$ cat config.mk
export PLATFORM = sky130hd
export DESIGN_NAME = spi_master_seq
export DESIGN_NICKNAME = d
export VERILOG_FILES = /design/src/rtl/spi_master_seq.sv
export SDC_FILE = /design/constraint.sdc
export NUM_CORES = 1
export LEC_CHECK = 0
export CORE_ASPECT_RATIO = 1.2
export CORE_MARGIN = 1
export CORE_UTILIZATION = 50
export DETAILED_ROUTE_END_ITERATION = 8
export GPL_TIMING_DRIVEN = 0
export PLACE_DENSITY = 0.82
export SLEW_MARGIN = 20
export SYNTH_ARGS = -nofsm -noshare
export SYNTH_HDL_FRONTEND = slang
export SYNTH_SLANG_ARGS = --single-unit
export TNS_END_PERCENT = 10
$ cat constraint.sdc
create_clock -name clk -period 1.8 [get_ports clk]
set_clock_uncertainty 0.2 [all_clocks]
set_input_delay 0.36 -clock clk [delete_from_list [all_inputs] [get_ports clk]]
set_output_delay 0.36 -clock clk [all_outputs]
set_load 0.01 [all_outputs]
$ cat src/rtl/spi_master_seq.sv
// -----------------------------------------------------------------------------
// spi_master_seq
//
// SPI mode-0 (CPOL=0, CPHA=0) master transaction sequencer. Generates sclk and
// ss_n from clk and emits the one-cycle load/shift enables for an external TX
// PISO and RX SIPO shift register. Holds no data; it only sequences.
//
// Parameters
//   LARGO : bits per transfer (>= 2)
//   DIV   : clk cycles per sclk half-period (>= 1)
//
// Ports
//   clk    in  : single clock, rising-edge
//   rst    in  : asynchronous active-high reset
//   start  in  : transfer request, sampled only in IDLE
//   abort  in  : synchronous cancel of a transfer in progress
//   busy   out : high while a transfer is in progress
//   done   out : one-cycle pulse on normal completion
//   sclk   out : SPI clock, idles low
//   ss_n   out : slave select, active low
//   ld_tx  out : parallel-load pulse for the TX shift register
//   ena_tx out : shift pulse for the TX shift register (next MOSI bit)
//   ena_rx out : shift pulse for the RX shift register (capture MISO)
// -----------------------------------------------------------------------------
module spi_master_seq #(
  parameter int LARGO = 8,
  parameter int DIV   = 2
) (
  input  logic clk,
  input  logic rst,
  input  logic start,
  input  logic abort,
  output logic busy,
  output logic done,
  output logic sclk,
  output logic ss_n,
  output logic ld_tx,
  output logic ena_tx,
  output logic ena_rx
);

  // A DIV of 1 still needs a one-bit divider counter (it simply stays at 0).
  localparam int DW = (DIV > 1) ? $clog2(DIV) : 1;
  localparam int BW = $clog2(LARGO + 1);

  localparam logic [DW-1:0] DIV_LAST = DW'(DIV - 1);
  localparam logic [BW-1:0] BIT_LAST = BW'(LARGO);

  typedef enum logic [2:0] {
    IDLE,
    SETUP,
    HIGH,
    LOW,
    HOLD,
    DONE
  } state_t;

  state_t          state_reg, state_next;
  logic [DW-1:0]   div_reg, div_next;
  logic [BW-1:0]   bit_reg, bit_next;
  logic            phase_end;
  logic            first_next;

  logic busy_next, done_next, sclk_next, ss_n_next;
  logic ld_tx_next, ena_tx_next, ena_rx_next;

  assign phase_end = (div_reg == DIV_LAST);

  // ---------------------------------------------------------------------------
  // State and counter registers
  // ---------------------------------------------------------------------------
  always_ff @(posedge clk or posedge rst) begin
    if (rst) begin
      state_reg <= IDLE;
      div_reg   <= '0;
      bit_reg   <= '0;
    end else begin
      state_reg <= state_next;
      div_reg   <= div_next;
      bit_reg   <= bit_next;
    end
  end

  // ---------------------------------------------------------------------------
  // Next-state logic
  // ---------------------------------------------------------------------------
  always_comb begin
    state_next = state_reg;
    div_next   = div_reg;
    bit_next   = bit_reg;

    case (state_reg)
      IDLE: begin
        if (start) begin
          state_next = SETUP;
          div_next   = '0;
          bit_next   = '0;
        end
      end

      SETUP, HIGH, LOW, HOLD: begin
        if (abort) begin
          state_next = IDLE;
          div_next   = '0;
          bit_next   = '0;
        end else if (!phase_end) begin
          div_next = div_reg + 1'b1;
        end else begin
          div_next = '0;
          if (state_reg == SETUP) begin
            state_next = HIGH;
          end else if (state_reg == HIGH) begin
            state_next = LOW;
            bit_next   = bit_reg + 1'b1;
          end else if (state_reg == LOW) begin
            // The last LOW phase still runs its full length so that the final
            // sclk period is complete before slave select is held off.
            state_next = (bit_reg == BIT_LAST) ? HOLD : HIGH;
          end else begin
            state_next = DONE;
          end
        end
      end

      DONE: begin
        state_next = IDLE;
      end

      default: begin
        state_next = IDLE;
        div_next   = '0;
        bit_next   = '0;
      end
    endcase
  end

  // ---------------------------------------------------------------------------
  // Output decode from the *next* state so every output is a flop aligned with
  // the state it describes (no combinational paths to the pins).
  // ---------------------------------------------------------------------------
  always_comb begin
    first_next  = (div_next == '0);
    busy_next   = (state_next == SETUP) || (state_next == HIGH) ||
                  (state_next == LOW)   || (state_next == HOLD);
    done_next   = (state_next == DONE);
    sclk_next   = (state_next == HIGH);
    ss_n_next   = !busy_next;
    ld_tx_next  = (state_next == SETUP) && first_next;
    ena_rx_next = (state_next == HIGH) && first_next;
    // bit_next already counts the bit just sampled; no shift after the last one.
    ena_tx_next = (state_next == LOW) && first_next && (bit_next != BIT_LAST);
  end

  always_ff @(posedge clk or posedge rst) begin
    if (rst) begin
      busy   <= 1'b0;
      done   <= 1'b0;
      sclk   <= 1'b0;
      ss_n   <= 1'b1;
      ld_tx  <= 1'b0;
      ena_tx <= 1'b0;
      ena_rx <= 1'b0;
    end else begin
      busy   <= busy_next;
      done   <= done_next;
      sclk   <= sclk_next;
      ss_n   <= ss_n_next;
      ld_tx  <= ld_tx_next;
      ena_tx <= ena_tx_next;
      ena_rx <= ena_rx_next;
    end
  end

endmodule
==> results_dict.tcl <==
set metrics [dict create \
    status "completed" \
    path_class "reg -> out" \
    cts_htree_levels 1 \
    fillCellCount 134 \
    path_delay_family "buffers and inverters" \
    crit_path_cell_trace "clkdlybuf4s50_1" \
    synth_area_sq_um 903 \
    placed_cells 116 \
    r2r_end "ena_tx" \
    layout-drive-gt1-share 0.225 \
    grt_pass1_wl_um 2990 \
    place.gp.congestion 0.899 \
    synth_cell_types 39 \
    start_util 0.544 \
    die_h_um 48.6 \
    clock.fmax_ghz 0.575 \
    p_per_area_nw_per_um2 1070 \
    clk_latency_ns 0.30 \
    grt_setup_unrepaired "false" \
    crit_fanout 1 \
    syn2layout_area_growth_pct 15.4 \
    nets 109 \
    diodes 0 \
    hold_viol 0 \
    drt.antenna.violating_nets 0 \
    grt_pass1_vias 653 \
    cts_hold_buf 0 \
    cts_buffers 3 \
    wirelength_um 1790 \
    synth-async-reset-ratio 1.00 \
    final_cells 120 \
    slew_viol_final 0 \
    ir_drop_mv 0.582 \
    cp-start-kind "flip-flop" \
    ff2ff_setup_slack_ns 0.18 \
    drc 0 \
    slowest_stage "clkdlybuf4s50_1" \
    clockRootBuffer "clkbuf_4" \
    max_slew_margin 0.621 \
    ys_ff_latch 15 \
    grt_start_max_net_pins 16 \
    netlist_instances 89 \
    path_buf_inv 1 \
    critPathRequiredTime_ns 1.24 \
    finalHoldWorstSlack_ns 0.104 \
    wire_per_inst_um 14.9 \
    setup_viol 0 \
    io_buffers 9 \
    synth_edf_count 0 \
    num_io_pins 11 \
    dr_total_vias 731 \
    worstSetupEndpointType "primary output" \
    die_x_um 40.8 \
    cts.clk_slew.worst_paths_ns 0.10 \
    cts_resized 1 \
    min_from "abort" \
    cp.arrival_ns 1.18 \
    synthFlopType "dfrtp_1" \
    grt-ovfl-total 0 \
    min_path_cells 2 \
    grt_usage 0.217 \
    period_minus_slack_ns 1.74 \
    die_area_sq_um 1980 \
    setup_tns_ns 0 \
    antenna_found_initial 0 \
    dp_hpwl_um 1300 \
    syn_avg_cell_area_sq_um 10.2 \
    reg2regPathDepth 5 \
    tightest_slew_ns 0.568 \
    drt-pass1-iter-count 4 \
    cts_tree "yes" \
    slowest_delay_ns 0.53 \
    hp-class "in -> reg" \
    min_to "state_reg[2]" \
    yosys_warnings 0 \
    cts_sinks 15 \
    core-area_sq_um 1660 \
    drtIter0Drc 48 \
    clk_path_buf_depth 2 \
    row_count 16 \
    vias_per_cell 6.09 \
    largest_register_ffs 4 \
    min_period_over_period 0.966 \
    seq_area_frac_synth 0.417 \
    post_cts_buffers 0 \
    max_cap_violations 0 \
    syn_nets 95 \
    post-route-util 0.627 \
    r2r_start "bit_reg[1]" \
    leakagePower_nw 0.456 \
]
## through the flow
step,power [mW],worst slack [ns],cell area (sq um)
5_1_grt,1.17,0.00602,1040
4_1_cts,1.11,0.0565,1040
3_3_place_gp,0.910,0.0637,1020
2_1_floorplan,0.764,0.336,903
6_report,1.11,0.0608,1040
3_5_place_dp,0.917,0.0535,1020
## report_power, final
part	total (mW)	internal, mW	switching [mW]
clock	0.206	0.0829	0.123
combinational	0.448	0.203	0.246
sequential	0.459	0.409	0.0501
total	1.11	0.695	0.418
## Yosys cell counts (all sizes together), types with 2 or more instances
master	n	area share
a21boi	3	0.033
a21oi	6	0.033
a22oi	2	0.017
buf	7	0.072
dfrtp	14	0.39
ha	2	0.028
inv	5	0.021
nand2	9	0.046
nand2b	3	0.021
nand4b	2	0.019
nor2	4	0.017
nor2b	2	0.022
nor3	6	0.044
nor4	2	0.037
o21ai	5	0.028
xnor2	2	0.019
## final cells by class
| cell class | count | area (sq um) | share of cell area |
|---|---|---|---|
| Timing Repair Buffer | 9 | 88.8 | 0.0852 |
| Clock buffer | 3 | 22.5 | 0.0216 |
| Tap cell | 18 | 22.5 | 0.0216 |
| Multi-Input combinational cell | 62 | 443 | 0.425 |
| Clock inverter | 1 | 5.00 | 0.00480 |
| Buffer | 7 | 65.1 | 0.0624 |
| Sequential cell | 15 | 377 | 0.361 |
| Inverter | 5 | 18.8 | 0.0180 |
## worst max-delay path by stage
stage	start	slack [ns]	to	cells after the start
after CTS	ena_tx	0.06	ena_tx	1
after detailed placement	start	0.05	bit_reg[0]	5
after global placement	start	0.06	bit_reg[0]	5
final	ena_tx	0.06	ena_tx	1
after floorplan	bit_reg[1]	0.34	ena_tx	5
after global routing	sclk	0.006	sclk	1
## kinds of logic after synthesis
kind of cell               synth area share
DFF                                   0.417
adders and majority gates            0.0277
xor gates and xnor gates             0.0194
muxes                                0.0235
AOI/OAI and AO/OA                     0.165
and+or+nand+nor                       0.255
buffers and inverters                0.0928
## routing by layer
| layer | track usage | up-vias | share of wire |
|---|---|---|---|
| met4 | 0.0889 | 0 | 0.018 |
| li1 | - | 338 | - |
| met2 | 0.328 | 32 | 0.51 |
| met5 | 0 | - | 0 |
| met3 | 0.0367 | 2 | 0.062 |
| met1 | 0.295 | 359 | 0.40 |
## cells in the final DEF, fill, tap and decap left out, drive strengths merged, types with 4 or more instances in the layout
master,count
inv,5
nand2,9
nor3,6
clkdlybuf4s50,8
buf,7
dfrtp,14
nor2,4
o21ai,5
a21oi,6
No activity file was read; power rests on OpenSTA's default activity.
